$ cat src/rtl/freq_pkg.sv
// Shared constants and helpers for the bin-index to frequency conversion path.
// Latency: n/a (package: constant functions and a combinational rounding helper).
// Backpressure: n/a.
package freq_pkg;

    localparam int DEF_FS_HZ     = 44100;
    localparam int DEF_FFT_SIZE  = 2048;
    localparam int DEF_FRAC_BITS = 12;

    // Ceiling log2; clog2(1) = 0, clog2(4) = 2, clog2(88201) = 17.
    function automatic int clog2(input int v);
        int r;
        int x;
        r = 0;
        x = v - 1;
        while (x > 0) begin
            r = r + 1;
            x = x >> 1;
        end
        return r;
    endfunction

    // Hz per bin in Q.frac: (fs << frac) / fft, evaluated in 64 bits so the
    // shift cannot overflow before the divide.
    function automatic int calc_scale(input int fs, input int fft, input int frac);
        longint s;
        s = (longint'(fs) << frac) / longint'(fft);
        return int'(s);
    endfunction

    // Q.frac -> integer, rounded half-up.
    function automatic logic [63:0] round_hz(input logic [63:0] p, input int frac);
        if (frac <= 0) begin
            return p;
        end
        return (p + (64'd1 << (frac - 1))) >> frac;
    endfunction

endpackage

$ cat src/rtl/rr_arbiter.sv
// Round-robin arbiter: one-hot grant, grant index and any-grant flag from a request vector.
// Latency: combinational grant; the priority pointer updates on the clock edge of a grant.
// Backpressure: no grant is issued while adv_i is low, and the pointer then holds.
// Ports: clk, reset (async, active-high), req_i, adv_i -> gnt_o, gnt_idx_o, gnt_any_o.
module rr_arbiter
    import freq_pkg::*;
#(
    parameter  int NUM_CH   = 4,
    localparam int CH_WIDTH = clog2(NUM_CH)
) (
    input  logic                clk,
    input  logic                reset,
    input  logic [NUM_CH-1:0]   req_i,
    input  logic                adv_i,
    output logic [NUM_CH-1:0]   gnt_o,
    output logic [CH_WIDTH-1:0] gnt_idx_o,
    output logic                gnt_any_o
);

    logic [CH_WIDTH-1:0] ptr_q;
    logic [CH_WIDTH-1:0] ptr_d;

    // Scan from ptr upward with wrap; the first requester found wins.
    always_comb begin
        int c;
        c         = 0;
        gnt_o     = '0;
        gnt_idx_o = '0;
        gnt_any_o = 1'b0;
        if (adv_i) begin
            for (int i = 0; i < NUM_CH; i++) begin
                c = (int'(ptr_q) + i) % NUM_CH;
                if (!gnt_any_o && req_i[c]) begin
                    gnt_any_o = 1'b1;
                    gnt_idx_o = CH_WIDTH'(c);
                end
            end
        end
        if (gnt_any_o) begin
            gnt_o[gnt_idx_o] = 1'b1;
        end
    end

    always_comb begin
        ptr_d = ptr_q;
        if (gnt_any_o) begin
            if (gnt_idx_o == CH_WIDTH'(NUM_CH - 1)) begin
                ptr_d = '0;
            end else begin
                ptr_d = gnt_idx_o + CH_WIDTH'(1);
            end
        end
    end

    always_ff @(posedge clk or posedge reset) begin
        if (reset) begin
            ptr_q <= '0;
        end else begin
            ptr_q <= ptr_d;
        end
    end

endmodule

$ cat src/rtl/peak_freq_arbiter.sv
// Shares one index*SCALE multiplier among NUM_CH peak channels; results tagged with channel ID.
// Latency: 2 cycles from capture to freq_valid_out with no contention; one result per cycle.
// Backpressure: freq_ready_in low with a valid result freezes both stages and stops granting;
//   pending requests stay buffered (a second strobe overwrites and sets the sticky overrun flag).
// Ports: clk, reset (async, active-high), flush (sync clear), peak_valid_in/peak_index_in (per
//   channel strobe + packed index), freq_out/freq_ch_out/freq_valid_out/freq_ready_in (result
//   handshake), overrun_out (sticky per-channel overwrite flags).
// Build option: FREQ_ROUND_EN outputs integer Hz rounded half-up instead of the raw Q.FRAC_BITS value.
module peak_freq_arbiter
    import freq_pkg::*;
#(
    parameter  int NUM_CH           = 4,
    parameter  int INDEX_WIDTH      = 11,
    parameter  int SAMPLING_RATE_HZ = DEF_FS_HZ,
    parameter  int FFT_SIZE         = DEF_FFT_SIZE,
    parameter  int FRAC_BITS        = DEF_FRAC_BITS,
    parameter  int FREQ_WIDTH       = 28,
    localparam int CH_WIDTH         = clog2(NUM_CH)
) (
    input  logic                          clk,
    input  logic                          reset,
    input  logic                          flush,
    input  logic [NUM_CH-1:0]             peak_valid_in,
    input  logic [NUM_CH*INDEX_WIDTH-1:0] peak_index_in,
    output logic [FREQ_WIDTH-1:0]         freq_out,
    output logic [CH_WIDTH-1:0]           freq_ch_out,
    output logic                          freq_valid_out,
    input  logic                          freq_ready_in,
    output logic [NUM_CH-1:0]             overrun_out
);

    localparam int SCALE  = calc_scale(SAMPLING_RATE_HZ, FFT_SIZE, FRAC_BITS);
    localparam int PROD_W = INDEX_WIDTH + clog2(SCALE + 1);

    // The product must be exact in FREQ_WIDTH bits.
    if (PROD_W > FREQ_WIDTH) begin : g_width_check
        $error("peak_freq_arbiter: INDEX_WIDTH + clog2(SCALE+1) exceeds FREQ_WIDTH");
    end

    logic [NUM_CH-1:0]      pend_q, pend_d;
    logic [NUM_CH-1:0]      ovr_q, ovr_d;
    logic [INDEX_WIDTH-1:0] idx_q [NUM_CH];
    logic [INDEX_WIDTH-1:0] idx_d [NUM_CH];

    logic                   s1_vld_q, s1_vld_d;
    logic [INDEX_WIDTH-1:0] s1_idx_q, s1_idx_d;
    logic [CH_WIDTH-1:0]    s1_ch_q, s1_ch_d;

    logic                   out_vld_q, out_vld_d;
    logic [FREQ_WIDTH-1:0]  freq_q, freq_d;
    logic [CH_WIDTH-1:0]    ch_q, ch_d;

    logic                   adv;
    logic [NUM_CH-1:0]      gnt;
    logic [CH_WIDTH-1:0]    gnt_idx;
    logic                   gnt_any;
    logic [PROD_W-1:0]      prod;
    logic [FREQ_WIDTH-1:0]  freq_calc;

    assign adv = !out_vld_q || freq_ready_in;

    // Gating with flush keeps the round-robin pointer where it was across a flush.
    rr_arbiter #(
        .NUM_CH (NUM_CH)
    ) u_rr (
        .clk       (clk),
        .reset     (reset),
        .req_i     (pend_q),
        .adv_i     (adv && !flush),
        .gnt_o     (gnt),
        .gnt_idx_o (gnt_idx),
        .gnt_any_o (gnt_any)
    );

    assign prod = PROD_W'(s1_idx_q) * PROD_W'(SCALE);

`ifdef FREQ_ROUND_EN
    assign freq_calc = FREQ_WIDTH'(round_hz(64'(prod), FRAC_BITS));
`else
    assign freq_calc = FREQ_WIDTH'(prod);
`endif

    always_comb begin
        pend_d    = pend_q;
        ovr_d     = ovr_q;
        idx_d     = idx_q;
        s1_vld_d  = s1_vld_q;
        s1_idx_d  = s1_idx_q;
        s1_ch_d   = s1_ch_q;
        out_vld_d = out_vld_q;
        freq_d    = freq_q;
        ch_d      = ch_q;

        if (flush) begin
            pend_d    = '0;
            ovr_d     = '0;
            s1_vld_d  = 1'b0;
            out_vld_d = 1'b0;
        end else begin
            if (adv) begin
                out_vld_d = s1_vld_q;
                freq_d    = freq_calc;
                ch_d      = s1_ch_q;
                s1_vld_d  = gnt_any;
                // The grant reads the stored index before this cycle's capture lands.
                s1_idx_d  = idx_q[gnt_idx];
                s1_ch_d   = gnt_idx;
            end
            for (int k = 0; k < NUM_CH; k++) begin
                if (gnt[k]) begin
                    pend_d[k] = 1'b0;
                end
                if (peak_valid_in[k]) begin
                    pend_d[k] = 1'b1;
                    idx_d[k]  = peak_index_in[k*INDEX_WIDTH +: INDEX_WIDTH];
                    // Losing a request only counts when the old one is not leaving now.
                    if (pend_q[k] && !gnt[k]) begin
                        ovr_d[k] = 1'b1;
                    end
                end
            end
        end
    end

    always_ff @(posedge clk or posedge reset) begin
        if (reset) begin
            pend_q    <= '0;
            ovr_q     <= '0;
            for (int k = 0; k < NUM_CH; k++) begin
                idx_q[k] <= '0;
            end
            s1_vld_q  <= 1'b0;
            s1_idx_q  <= '0;
            s1_ch_q   <= '0;
            out_vld_q <= 1'b0;
            freq_q    <= '0;
            ch_q      <= '0;
        end else begin
            pend_q    <= pend_d;
            ovr_q     <= ovr_d;
            idx_q     <= idx_d;
            s1_vld_q  <= s1_vld_d;
            s1_idx_q  <= s1_idx_d;
            s1_ch_q   <= s1_ch_d;
            out_vld_q <= out_vld_d;
            freq_q    <= freq_d;
            ch_q      <= ch_d;
        end
    end

    assign freq_out       = freq_q;
    assign freq_ch_out    = ch_q;
    assign freq_valid_out = out_vld_q;
    assign overrun_out    = ovr_q;

endmodule

$ cat config.mk
export PLATFORM = sky130hd
export DESIGN_NAME = peak_freq_arbiter
export DESIGN_NICKNAME = d
export VERILOG_FILES = /design/src/rtl/freq_pkg.sv /design/src/rtl/rr_arbiter.sv /design/src/rtl/peak_freq_arbiter.sv
export SDC_FILE = /design/constraint.sdc
export NUM_CORES = 1
export LEC_CHECK = 0
export BUFFER_PORTS_ARGS = -buffer_cell sky130_fd_sc_hd__buf_4
export CAP_MARGIN = 20
export CORE_UTILIZATION = 50
export CTS_CLUSTER_SIZE = 8
export DETAILED_ROUTE_END_ITERATION = 7
export PLACE_DENSITY = 0.73
export SLEW_MARGIN = 15
export SYNTH_ARGS = -nofsm -noshare
export SYNTH_HDL_FRONTEND = slang
export SYNTH_SLANG_ARGS = --single-unit
$ cat constraint.sdc
create_clock -name clk -period 5.7 [get_ports clk]
set_input_delay 0.285 -clock clk [delete_from_list [all_inputs] [get_ports clk]]
set_output_delay 0.285 -clock clk [all_outputs]
set_load 0.01 [all_outputs]
## Word level (Yosys, flattened, before mapping)

Index checks and enable logic that the tools add are counted.

- Bits in registers: 96
- Latch bits: 0
- Memory bits (writable): 0
- ROM bits: 0
- Bits of input ports: 52
- Output and inout port bits: 35
- Logic and storage cells: 134
- Memories kept: 0

- Add/subtract/negate cells: 4
- Multipliers: 1
- Div/mod/pow operators: 0
- $lt $le $gt $ge: 7
- Eq/ne operators: 1
- Shift operators: 0
- Muxes and demuxes: 53
- Bitwise logic cells: 5
- Reduce and logical (&&, ||, !) cells: 44

Operator list:

| operator | count |
|---|---|
| $mux W1 | 36 |
| $mul A11 B14 Y25 const B | 1 |
| $bmux W11 S2 | 1 |
| $mux W11 | 2 |
| $reduce_and A2 Y1 | 9 |
| $reduce_bool A2 Y1 | 9 |
| $lt A3 B4 Y1 const B | 3 |
| $mux W2 | 6 |
| $mux W4 | 3 |
| $reduce_bool A3 Y1 | 4 |
| $logic_and A1 B1 Y1 | 9 |
| $logic_not A1 Y1 | 9 |
| $bmux W1 S2 | 4 |
| $lt A2 B3 Y1 const B | 2 |
| $reduce_or A2 Y1 | 3 |
| $add A2 B1 Y2 const B | 2 |
| $add A2 B2 Y2 const B | 2 |
| $and A1 B1 Y1 const A | 3 |
| $ge A3 B3 Y1 const B | 1 |
| $not A2 Y3 | 1 |
| $demux W1 S2 | 1 |
| $eq A2 B2 Y1 const B | 1 |
| $ge A2 B1 Y1 const B | 1 |
| $logic_or A1 B1 Y1 | 1 |
| $not A1 Y1 | 1 |

## Depth between registers and ports, before layout

Gate-level depths: netlist of the first run.

- Word-level depth: 27
- Depth in mapped cells: 17
- Mapped depth without buffers: 16

## By module

Synthesis of the first run repeated with hierarchy kept, for this count alone.

- Cell total of the unflattened synthesis: 587
- Area total of the unflattened synthesis: 6376.1 um^2

Modules (own cells, without submodules):

| module | instances | cells an instance | area each (um^2) | seq. area each (um^2) |
|---|---|---|---|---|
| peak_freq_arbiter | 1 | 553 | 6055.8 | 2352.3 |
| rr_arbiter | 1 | 34 | 320.3 | 50.0 |

## Least setup slack after synthesis of the first run

No wires, ideal clock.

- Path type: register to register
- Start: reg s1_idx_q[6]
- End: reg freq_q[22], in the netlist freq_out[22]
- Library setup time: 0.087 ns
- Data arrival time: 4.115 ns
- Data required time: 5.613 ns
- Setup slack: 1.499 ns
- Cell stages (with the launch flop): 15
- Buffers on the path: 0
- Period minus slack after synthesis: 4.201 ns
- Path through: dfrtp_1 ha_1 ha_1 inv_1 fa_1 inv_1 fa_1 fa_1 ha_1 a211oi_2 and2b_2 nor2_1 nand2_2 a2111o_1 o211ai_1

- Cells in the longest elaborated chain, start to end: 1

Ends and longest elaborated chain:

| item | RTL line | RTL |
|---|---|---|
| start: declaration | peak_freq_arbiter.sv:46 | `logic [INDEX_WIDTH-1:0] s1_idx_q, s1_idx_d;` |
| start signal: assignment | peak_freq_arbiter.sv:143 | `s1_idx_q <= s1_idx_d;` |
| $mul A11 B14 Y25 | peak_freq_arbiter.sv:75 | `assign prod = PROD_W'(s1_idx_q) * PROD_W'(SCALE);` |
| end signal: assignment | peak_freq_arbiter.sv:146 | `freq_q <= freq_d;` |
| end: declaration | peak_freq_arbiter.sv:50 | `logic [FREQ_WIDTH-1:0] freq_q, freq_d;` |

No other way between the ends.
A chain may end at the register's enable or synchronous reset.

## Worst setup path in the final report of the first run

- Start: reg s1_idx_q[6]
- End: reg freq_q[26], in the netlist freq_out[26]

Same word-level chain as after synthesis.

==> impl_results.md, run 1 <==
- Die area: approximately 13,000 sq um
- Area grow syn2layout: 16.4%
- TritonCTS Buffers: 9
- Layout cell share with drive strength beyond 1: 24.0%
- Largest net degree at the start of global routing: between 70 and 80
- Gate Count Post-Synth: between 500 and 600
- Port Buffer Count: 83
- DRC Markers: 0
- Crit path cell chain: ha_1 > ha_1 > inv_1 > fa_1 > inv_1 > fa_1 > fa_1 > ha_1 > a211oi_2 > and2b_2 > nor2_1 > nand2_2 > a2111oi_1 > a311o_1
- Clk_lat worst skew: around 0.35 ns
- CTS hold repair buffers: 1
- Yosys reg bits: 96
- GRT Total Usage: a little over a fifth
- Initial antenna violation count: 0
- I/O pin cnt: 87
- HP Class: in2reg
- Clock skew: about 0.0075 ns
- Vias in the first global route: around 4,500
- Slowest CP cell: fa_1
- Sequential element share of the synthesized area: approximately two fifths
- Setup TNS: 0 ns
- Critical Path AT: just under 5 ns
- First-pass GRT wire length: roughly 22 mm
- Critical Path RT: about 6 ns
- Final hold violations: 0
- Max Freq: ~220 MHz
- Synth Area in Compound Gates: about a tenth
- Post-CTS resize count: 0
- Startpoint of the worst hold path: peak_index_in[6]
- Unique masters post-synth: just over 60
- Max-cap violations: 0
- Drt total wl: between 10 and 15 mm
- Die X: 114 microns
- Vias per cell: ~5.2
- Post-Synth Adder-Cell Area: a little under a quarter
- Status: completed
- Core area: roughly 12,000 sq um
- Initial Util: between 50 and 60%
- RR Endpoint: freq_out[26]$_DFFE_PP0P_
- Yosys top cell area share: a little under two fifths
- Final setup fails: 0
- TritonCTS clock tree: done
- Root buf cell: clkbuf_16
- Clk slew on worst S/H paths: around 0.07 ns
- Die Height: approximately 110 microns
- Worst slew pin tran: 1.07 ns
- Synth Cell Area: 6310 sq um
- Worst setup path category: reg2reg
- Top cells by area, synth: dfrtp_1, ha_1, fa_1
- Final HPWL DP: 9.76 mm
- Final nets: between 800 and 900
- Critical path origin: s1_idx_q[6]$_DFFE_PP0P_
- Max Slew Vio Count: 0
- Top_reg_cell synth: dfrtp_1
- Post-route ant nets: 0
- RR Startpoint: s1_idx_q[6]$_DFFE_PP0P_
- Pre-Repair DR Iteration Count: 4
- Startpoint Class: flop
- Placer Congestion: around 0.85
- Xor/xnor share of the synthesized area: between 1.5 and 2%
- Min cycle time layout: 4.55 ns
- Total number of vias: about 4,400
- Slew headroom: between 20 and 30%
- Mux cell area share after synthesis: 11.7%
- R2r setup slk: 1.15 ns
- Largest family of logic cells by synthesized area: adder cells
- Worst Path Max Fanout: 7
- Fill cells: slightly above 1,000
- Drt wl/cell: between 10 and 15 microns
- Clk sink count: 96
- Grt total ovfl: 0
- RSZ-0062 raised after global routing: no
- Rows: 40
- Async SR Flop Fraction: 100%
- H-Tree Depth: 3
- Synth Area in Simple Gates: 10.3%
- Post-synth EDFFs: 0
- R2r worst-path depth: 14
- Post-CTS Setup Bufs: 0
- Area leader, netlist: dfrtp_1
- Crit path capture type: flop
- Max stage delay on crit path: roughly 0.53 ns
- Critical Path Sink: freq_out[26]$_DFFE_PP0P_
- Avg Cell Area, Syn: 10.7 sq um
- YS warnings: 0
- DRT iter0 DRCs: 130
- Period utilisation layout: between 70% and 80%
- ANT cells: 0
- Max clock buf depth: 2
-- area by class of cell --
cell class              count  area, sq um  area share (%)
clock buffers              10          229            3.12
multi-input cells         405         3550            48.3
inverters                  65          245            3.34
clock inverters             6         50.0           0.681
well taps                 168          210            2.86
repair buffers             88          663            9.03
flip-flops and latches     96         2400            32.7
-- worst min-delay path by stage --
stage / endpoint / cells after the start
global placement: freq_ch_out[1]$_DFFE_PP0P_ / 2
floorplan: pend_q[0]$_DFFE_PP0P_ / 2
CTS: idx_q[39]$_DFFE_PP0P_ / 2
detailed placement: freq_ch_out[1]$_DFFE_PP0P_ / 2
global route: idx_q[12]$_DFFE_PP0P_ / 2
finish: idx_q[39]$_DFFE_PP0P_ / 2
-- cells in the final DEF (no fill, tap or decap), types with 6 or more instances in the layout --
cell	instances
dfrtp_1	96
buf_4	87
ha_1	75
inv_1	64
nand2_1	52
mux2_2	44
nor2_1	39
fa_1	25
mux2i_1	24
o21ai_0	21
a21oi_1	19
a221oi_1	11
clkbuf_16	9
nor2b_1	6
xor2_1	6
a21o_1	6
-- synth_stat cells, types with 6 or more instances --
cell type / n
a21o_1: 6
a21oi_1: 19
a221oi_1: 11
clkbuf_1: 12
dfrtp_1: 96
fa_1: 25
ha_1: 75
inv_1: 65
mux2_2: 44
mux2i_1: 24
nand2_1: 52
nor2_1: 40
nor2b_1: 6
o21ai_0: 21
xor2_1: 6
-- layer usage --
layer / GRT usage [%] / routed length, microns
met5: 0 / 0
met3: 4.71 / 611
met1: 28.5 / 5930
met4: 7.45 / 190
met2: 33.7 / 5830
-- sequential cells by signal, summed over array words and instances (netlist names) --
register        count
freq_ch_out         2
freq_out           25
freq_valid_out      1
idx_q              44
overrun_out         4
pend_q              4
s1_ch_q             2
s1_idx_q           11
s1_vld_q            1
u_rr.ptr_q          2
-- critical path: cells and delay by family (launching register included) --
kind                       cells  cell delay, ns
AOI/OAI and AO/OA              3            0.87
and+or+nand+nor                3            0.51
adders and majority gates      6            2.51
DFF                            1            0.47
buffers and inverters          2            0.11
-- through the flow --
step	cell area (sq um)	setup slack (ns)	hold WS [ns]	utilization [%]	cells
finish	7350	1.15	0.163	60.4	838
global route	7350	0.919	0.156	60.4	838
CTS	7340	1.19	0.154	60.3	837
detailed placement	7050	1.22	0.265	58.0	820
global placement	7050	1.37	0.258	58.0	820
floorplan	6320	1.50	0.415	-	592
-- cells by family (layout without fill, tap and decap cells) --
kind of cell,count (synthesis),in the layout
buffers and inverters,91,169
xor gates and xnor gates,11,11
adders and majority gates,100,100
and+or+nand+nor,134,134
AOI/OAI and AO/OA,89,89
other,1,3
DFF,96,96
muxes,68,68
Power of run 1 is left out: the tool's default activity adds up to more than one toggle a clock period on the data nets, which glitch-free logic cannot reach.
==> run 2, diff against run 1 <==
Clock period 5.7 ns to 4.5 ns, I/O delays scaled along.
==> impl_results.md, run 2 (same netlist as run 1, synthesis figures left out) <==
- Min cycle time layout: 4.31 ns (-0.235 ns)
- RR Startpoint: s1_idx_q[5]$_DFFE_PP0P_
- Die Height: 114 microns (unchanged)
- Core area: 12,200 sq um (unchanged)
- Worst Path Max Fanout: 5 (-2)
- Total number of vias: 4,454 (+1.4%)
- DRC Markers: 0 (unchanged)
- ANT cells: 0 (unchanged)
- Vias per cell: 5.27 (+0.57%)
- Post-route ant nets: 0 (unchanged)
- Max stage delay on crit path: 0.56 ns (+0.03 ns)
- DRT iter0 DRCs: 129 (-0.77%)
- CP bufs+invs: 2 (unchanged)
- Max Slew Vio Count: 0 (unchanged)
- Most frequent cells in the layout: dfrtp_1, buf_4, ha_1, inv_1, nand2_1
- Initial Util: 51.9% (unchanged)
- Crit path capture type: flop
- HP Class: in2reg
- I/O pin cnt: 87 (unchanged)
- Top delay family on crit path: adder cells
- Final worst slack: 0.187 ns (-0.965 ns)
- Clk slew on worst S/H paths: 0.07 ns (about the same)
- Critical Path RT: 4.76 ns (-1.23 ns)
- Core Util, Final: 61.1% (+0.69 points)
- Final nets: 824 (+0.86%)
- Placer Congestion: 0.861 (+1.3%)
- Max-cap violations: 0 (unchanged)
- TritonCTS Buffers: 9 (unchanged)
- Clock skew: 0.00793 ns (+0.000453 ns)
- Status: completed
- GRT Total Usage: 20.8% (-0.36 points)
- Port Buffer Count: 83 (unchanged)
- Fin area: 7430 sq um (+1.1%)
- Dpl cell area: 7080 sq um (+0.43%)
- Area grow syn2layout: 17.7%
- H-Tree Depth: 3 (unchanged)
- Worst slew pin tran: 1.04 ns (-0.0237 ns)
- Max Freq: 232 MHz (+5.4%)
- Slowest CP cell: fa_1
- Die X: 114 microns (unchanged)
- Setup WS pre-CTS: 0.0923 ns (-1.13 ns)
- Period utilisation layout: 95.8% (+16 points)
- Initial antenna violation count: 0 (unchanged)
- Top reg by flops: idx_q
- Die area: 13,100 sq um (unchanged)
- Grt total ovfl: 0 (unchanged)
- Clk_lat worst skew: 0.34 ns (about the same)
- Startpoint Class: flop
- Layout cell share with drive strength beyond 1: 25.6% (+1.5 points)
- Clk sink count: 96 (unchanged)
- Final HPWL DP: 9.85 mm (+0.96%)
- Rows: 40 (unchanged)
- Crit path cell chain: ha_1 > ha_1 > inv_1 > fa_1 > inv_1 > fa_1 > fa_1 > ha_2 > a211oi_4 > and2b_2 > nor2_2 > nand2_2 > a2111o_1 > o211ai_1
- Cell mode on critical path: fa_1
- Startpoint of the worst hold path: peak_index_in[6]
- Drt total wl: 12.6 mm (about the same)
- Largest net degree at the start of global routing: 80 (+1.3%)
- Worst setup path category: reg2reg
- Critical Path AT: 4.58 ns (-0.26 ns)
- TritonCTS clock tree: done
- Max FFs per register: 44 (unchanged)
- Final hold violations: 0 (unchanged)
- Drt wl/cell: 14.9 microns (-0.84%)
- Vias in the first global route: 4,567 (+2.0%)
- Most common cell after layout, fill and taps aside: dfrtp_1
- Final setup fails: 0 (unchanged)
- Hold path cells: 2 (unchanged)
- Pre-Repair DR Iteration Count: 4 (unchanged)
- R2r worst-path depth: 14 (unchanged)
- Worst path depth: 14 (unchanged)
- Critical path origin: s1_idx_q[5]$_DFFE_PP0P_
- First-pass GRT wire length: 21.4 mm (-1.3%)
- Root buf cell: clkbuf_16
- Max clock buf depth: 2 (unchanged)
- Slew headroom: 30.4% (+1.6 points)
==> run 2: changes by cell type in the layout (fill, tap and decap cells not counted), sizes merged <==
| cell | previous run | this run |
|---|---|---|
| buf | 87 | 94 |
| clkinvlp | 1 | 0 |
| clkinv | 3 | 4 |
==> run 2: final cells by class <==
| type | instances | area, sq um |
|---|---|---|
| fill | 1013 | 4730 |
| multi-input combinational | 405 | 3570 |
| sequential | 96 | 2400 |
| timing repair buffer | 95 | 716 |
| inverter | 65 | 245 |
| clock buffer | 10 | 239 |
| tap | 168 | 210 |
| clock inverter | 6 | 51.3 |
==> run 2: worst paths after layout <==
check / to / slack, ns
worst max-delay path: freq_out[22]$_DFFE_PP0P_ / 0.19
worst min-delay path: idx_q[39]$_DFFE_PP0P_ / 0.11
worst max register to register: freq_out[22]$_DFFE_PP0P_ / 0.19
worst min register to register: freq_ch_out[1]$_DFFE_PP0P_ / 0.47
max in group asynchronous: s1_idx_q[8]$_DFFE_PP0P_ / 2.84
min in group asynchronous: freq_out[25]$_DFFE_PP0P_ / 0.37
==> run 2: metrics by stage <==
step	cells	TNS [ns]	hold WS, ns
5_1_grt	845	-0.0192	0.104
3_3_place_gp	824	0	0.193
2_1_floorplan	592	0	0.355
6_report	845	0	0.109
3_5_place_dp	824	0	0.197
4_1_cts	841	0	0.0997
==> run 2: layer usage <==
metal / wire (microns) / track usage [%] / vias to the layer above
met4: 227 / 6.75 / 0
met2: 5980 / 35.0 / 102
met1: 5790 / 27.2 / 2140
met3: 567 / 3.81 / 18
met5: 0 / 0 / -
li1: - / - / 2194
==> run 2: what timing repair did <==
item                       CTS  global route
setup endpoints to repair    0             2
setup buffers                0             4
resized for setup            0             5
hold buffers                 1             0
hold endpoints to repair    17             0
Power of run 2 is left out for the same reason.
==> run 3, diff against run 2 <==
Settings changed: ABC_AREA set to 1, CTS_CLUSTER_SIZE 8 to 14.
==> impl_results.md, run 3 <==
- Status: completed
- Die Height: 118 microns (+3.1%)
- Max FFs per register: 44 (unchanged)
- Top_reg_cell synth: dfrtp_1
- Async SR Flop Fraction: 100% (unchanged)
- Synth Cell Area: 6720 sq um (+6.4%)
- Critical Path RT: 4.75 ns (about the same)
- Pre-Repair DR Iteration Count: 4 (unchanged)
- Setup TNS: 0 ns (unchanged)
- Layout cell share with drive strength beyond 1: 19.5% (-6.1 points)
- RSZ-0062 raised after global routing: no
- TritonCTS Buffers: 9 (unchanged)
- Final setup fails: 0 (unchanged)
- Drt total wl: 14.8 mm (+18%)
- Crit path capture type: flop
- DRT iter0 DRCs: 246 (+91%)
- Gate Count Post-Synth: 782 (+33%)
- DRC Markers: 0 (unchanged)
- Yosys reg bits: 96 (unchanged)
- Clk_lat worst skew: 0.36 ns (+0.02 ns)
- Worst Path Max Fanout: 6 (+1)
- GRT Total Usage: 22.7% (+1.9 points)
- Final nets: 1,010 (+23%)
- TritonCTS clock tree: done
- Initial antenna violation count: 0 (unchanged)
- Post-route ant nets: 0 (unchanged)
- Clk sink count: 96 (unchanged)
- R2r setup slk: 0.31 ns (+0.12 ns)
- Startpoint Class: flop
- Most frequent cells in the layout: nand2_1, inv_1, dfrtp_1, buf_4, nor2_1
- Initial Util: 52.2% (+0.27 points)
- Top post-synthesis cells by count: nand2_1, inv_1, dfrtp_1
- I/O pin cnt: 87 (unchanged)
- RR Startpoint: s1_idx_q[4]$_DFFE_PP0P_
- Clk slew on worst S/H paths: 0.07 ns (about the same)
- Min cycle time layout: 4.19 ns (-0.125 ns)
- Placed Cells: 1,019 (+24%)
- Min Hold Slack: 0.0726 ns (-0.0364 ns)
- Max-cap violations: 0 (unchanged)
- Slew headroom: 36.7% (+6.4 points)
- Post-synth EDFFs: 0 (unchanged)
- Unique masters post-synth: 39 (-37%)
- Vias per cell: 5.09 (-3.4%)
- Die X: 118 microns (+3.1%)
- Area leader, netlist: dfrtp_1
- R2r worst-path depth: 17 (+3)
- Post-CTS Setup Bufs: 0 (unchanged)
- Drt wl/cell: 14.3 microns (-3.6%)
- Max clock buf depth: 2 (unchanged)
- Top reg by flops: idx_q
- Avg Cell Area, Syn: 8.59 sq um (-20%)
- Max Slew Vio Count: 0 (unchanged)
- Largest net degree at the start of global routing: 74 (-7.5%)
- Max Freq: 239 MHz (+3.0%)
- ANT cells: 0 (unchanged)
- Fill cells: 1,143 (+13%)
- Total number of vias: 5,266 (+18%)
- Final HPWL DP: 11.6 mm (+18%)
- First-pass GRT wire length: 25.0 mm (+17%)
- Count leader, synth: nand2_1
- Top cells by area, synth: dfrtp_1, ha_1, nand2_1
- Rows: 41 (+2.5%)
- Worst setup path category: reg2reg
- Setup WS pre-CTS: 0.287 ns (+0.194 ns)
- RR Endpoint: freq_out[27]$_DFFE_PP0P_
- Area grow syn2layout: 15.1%
- Worst slew pin tran: 0.949 ns (-0.0934 ns)
- Most common cell after layout, fill and taps aside: nand2_1
- Root buf cell: clkbuf_16
- H-Tree Depth: 3 (unchanged)
- Die area: 13,900 sq um (+6.3%)
- Vias in the first global route: 5,260 (+15%)
- Placer Congestion: 0.889 (+3.3%)
- HP Class: in2async
- Core area: 12,900 sq um (+5.9%)
- Yosys top cell area share: 35.8% (-2.3 points)
- Final worst slack: 0.312 ns (+0.125 ns)
- CTS hold repair buffers: 0 (-1)
- Final hold violations: 0 (unchanged)
- Period utilisation layout: 93.1% (-2.8 points)
- Critical Path Sink: freq_out[27]$_DFFE_PP0P_
- Critical Path AT: 4.44 ns (-0.14 ns)
- Critical path origin: s1_idx_q[4]$_DFFE_PP0P_
- Port Buffer Count: 83 (unchanged)
- Non-filler cells, final: 1,034 (+22%)
- Grt total ovfl: 0 (unchanged)
- Clock skew: 0.00978 ns (+0.00185 ns)
- YS warnings: 0 (unchanged)
- Sequential element share of the synthesized area: 35.8% (-2.3 points)
[run 3: cell types whose count changed in the layout (fill, tap and decap cells not counted), sizes merged, moves of 11 or more]
| cell | delta |
|---|---|
| mux2i | -24 |
| nand2 | +119 |
| inv | +53 |
| a221oi | -11 |
| nor2 | +40 |
| mux2 | -11 |
| nand3 | +50 |
[run 3: worst min path at each step]
| stage | from | to | cells after the start |
|---|---|---|---|
| 2_1_floorplan | flush | overrun_out[0]$_DFFE_PP0P_ | 1 |
| 3_3_place_gp | peak_index_in[31] | idx_q[20]$_DFFE_PP0P_ | 2 |
| 3_5_place_dp | peak_index_in[19] | idx_q[30]$_DFFE_PP0P_ | 2 |
| 4_1_cts | flush | overrun_out[0]$_DFFE_PP0P_ | 2 |
| 5_1_grt | peak_index_in[20] | idx_q[31]$_DFFE_PP0P_ | 2 |
| 6_report | reset | freq_out[23]$_DFFE_PP0P_ | 2 |
[run 3: what timing repair did]
action,CTS,global route
resized for setup,0,1
setup endpoints to repair,0,1
hold endpoints to repair,0,0
[run 3: cells by family (layout without fill, tap and decap cells)]
| family | Yosys count | in the layout | synth area share, % |
|---|---|---|---|
| xor+xnor | 4 | 4 | 0.522 |
| fa+ha+maj | 100 | 100 | 21.4 |
| other cells | 1 | 3 | 0.0558 |
| mux | 33 | 33 | 5.53 |
| buf+inv | 141 | 219 | 8.96 |
| compound gates | 75 | 75 | 6.20 |
| simple gates | 332 | 332 | 21.5 |
| flops | 96 | 96 | 35.8 |
[run 3: metal layers]
metal  up-vias  GRT usage (%)  routed length [microns]
met2       127           38.1                     7100
li1       2661              -                        -
met4         0           9.54                      429
met1      2449           28.9                     6720
met5         -              0                        0
met3        29           4.02                      568
[run 3: worst max-delay path: stages, from the launching register on]
cell,delay (ns)
dfrtp_1,0.46
ha_1,0.36
ha_1,0.29
fa_1,0.48
inv_1,0.05
fa_1,0.50
fa_1,0.54
inv_1,0.04
ha_1,0.34
nand2_1,0.17
nor2_1,0.07
nor2_1,0.17
nand2_1,0.07
nand2_1,0.06
nand4_1,0.09
or2_2,0.28
nand3_1,0.06
nand2_1,0.05
[run 3: metrics by stage]
stage | cell area (sq um) | utilization (%)
2_1_floorplan | 6720 | -
3_3_place_gp | 7430 | 57.7
6_report | 7730 | 60.0
5_1_grt | 7730 | 60.0
4_1_cts | 7730 | 60.0
3_5_place_dp | 7430 | 57.7
[run 3: area by class of cell]
class	instances	area (sq um)	area share (%)
Timing Repair Buffer	86	646	8.35
Clock buffer	9	225	2.91
Multi-Input combinational cell	547	3720	48.1
Inverter	118	448	5.79
Clock inverter	6	75.1	0.971
Tap cell	172	215	2.78
Sequential cell	96	2400	31.1
Power of run 3 is left out for the same reason.
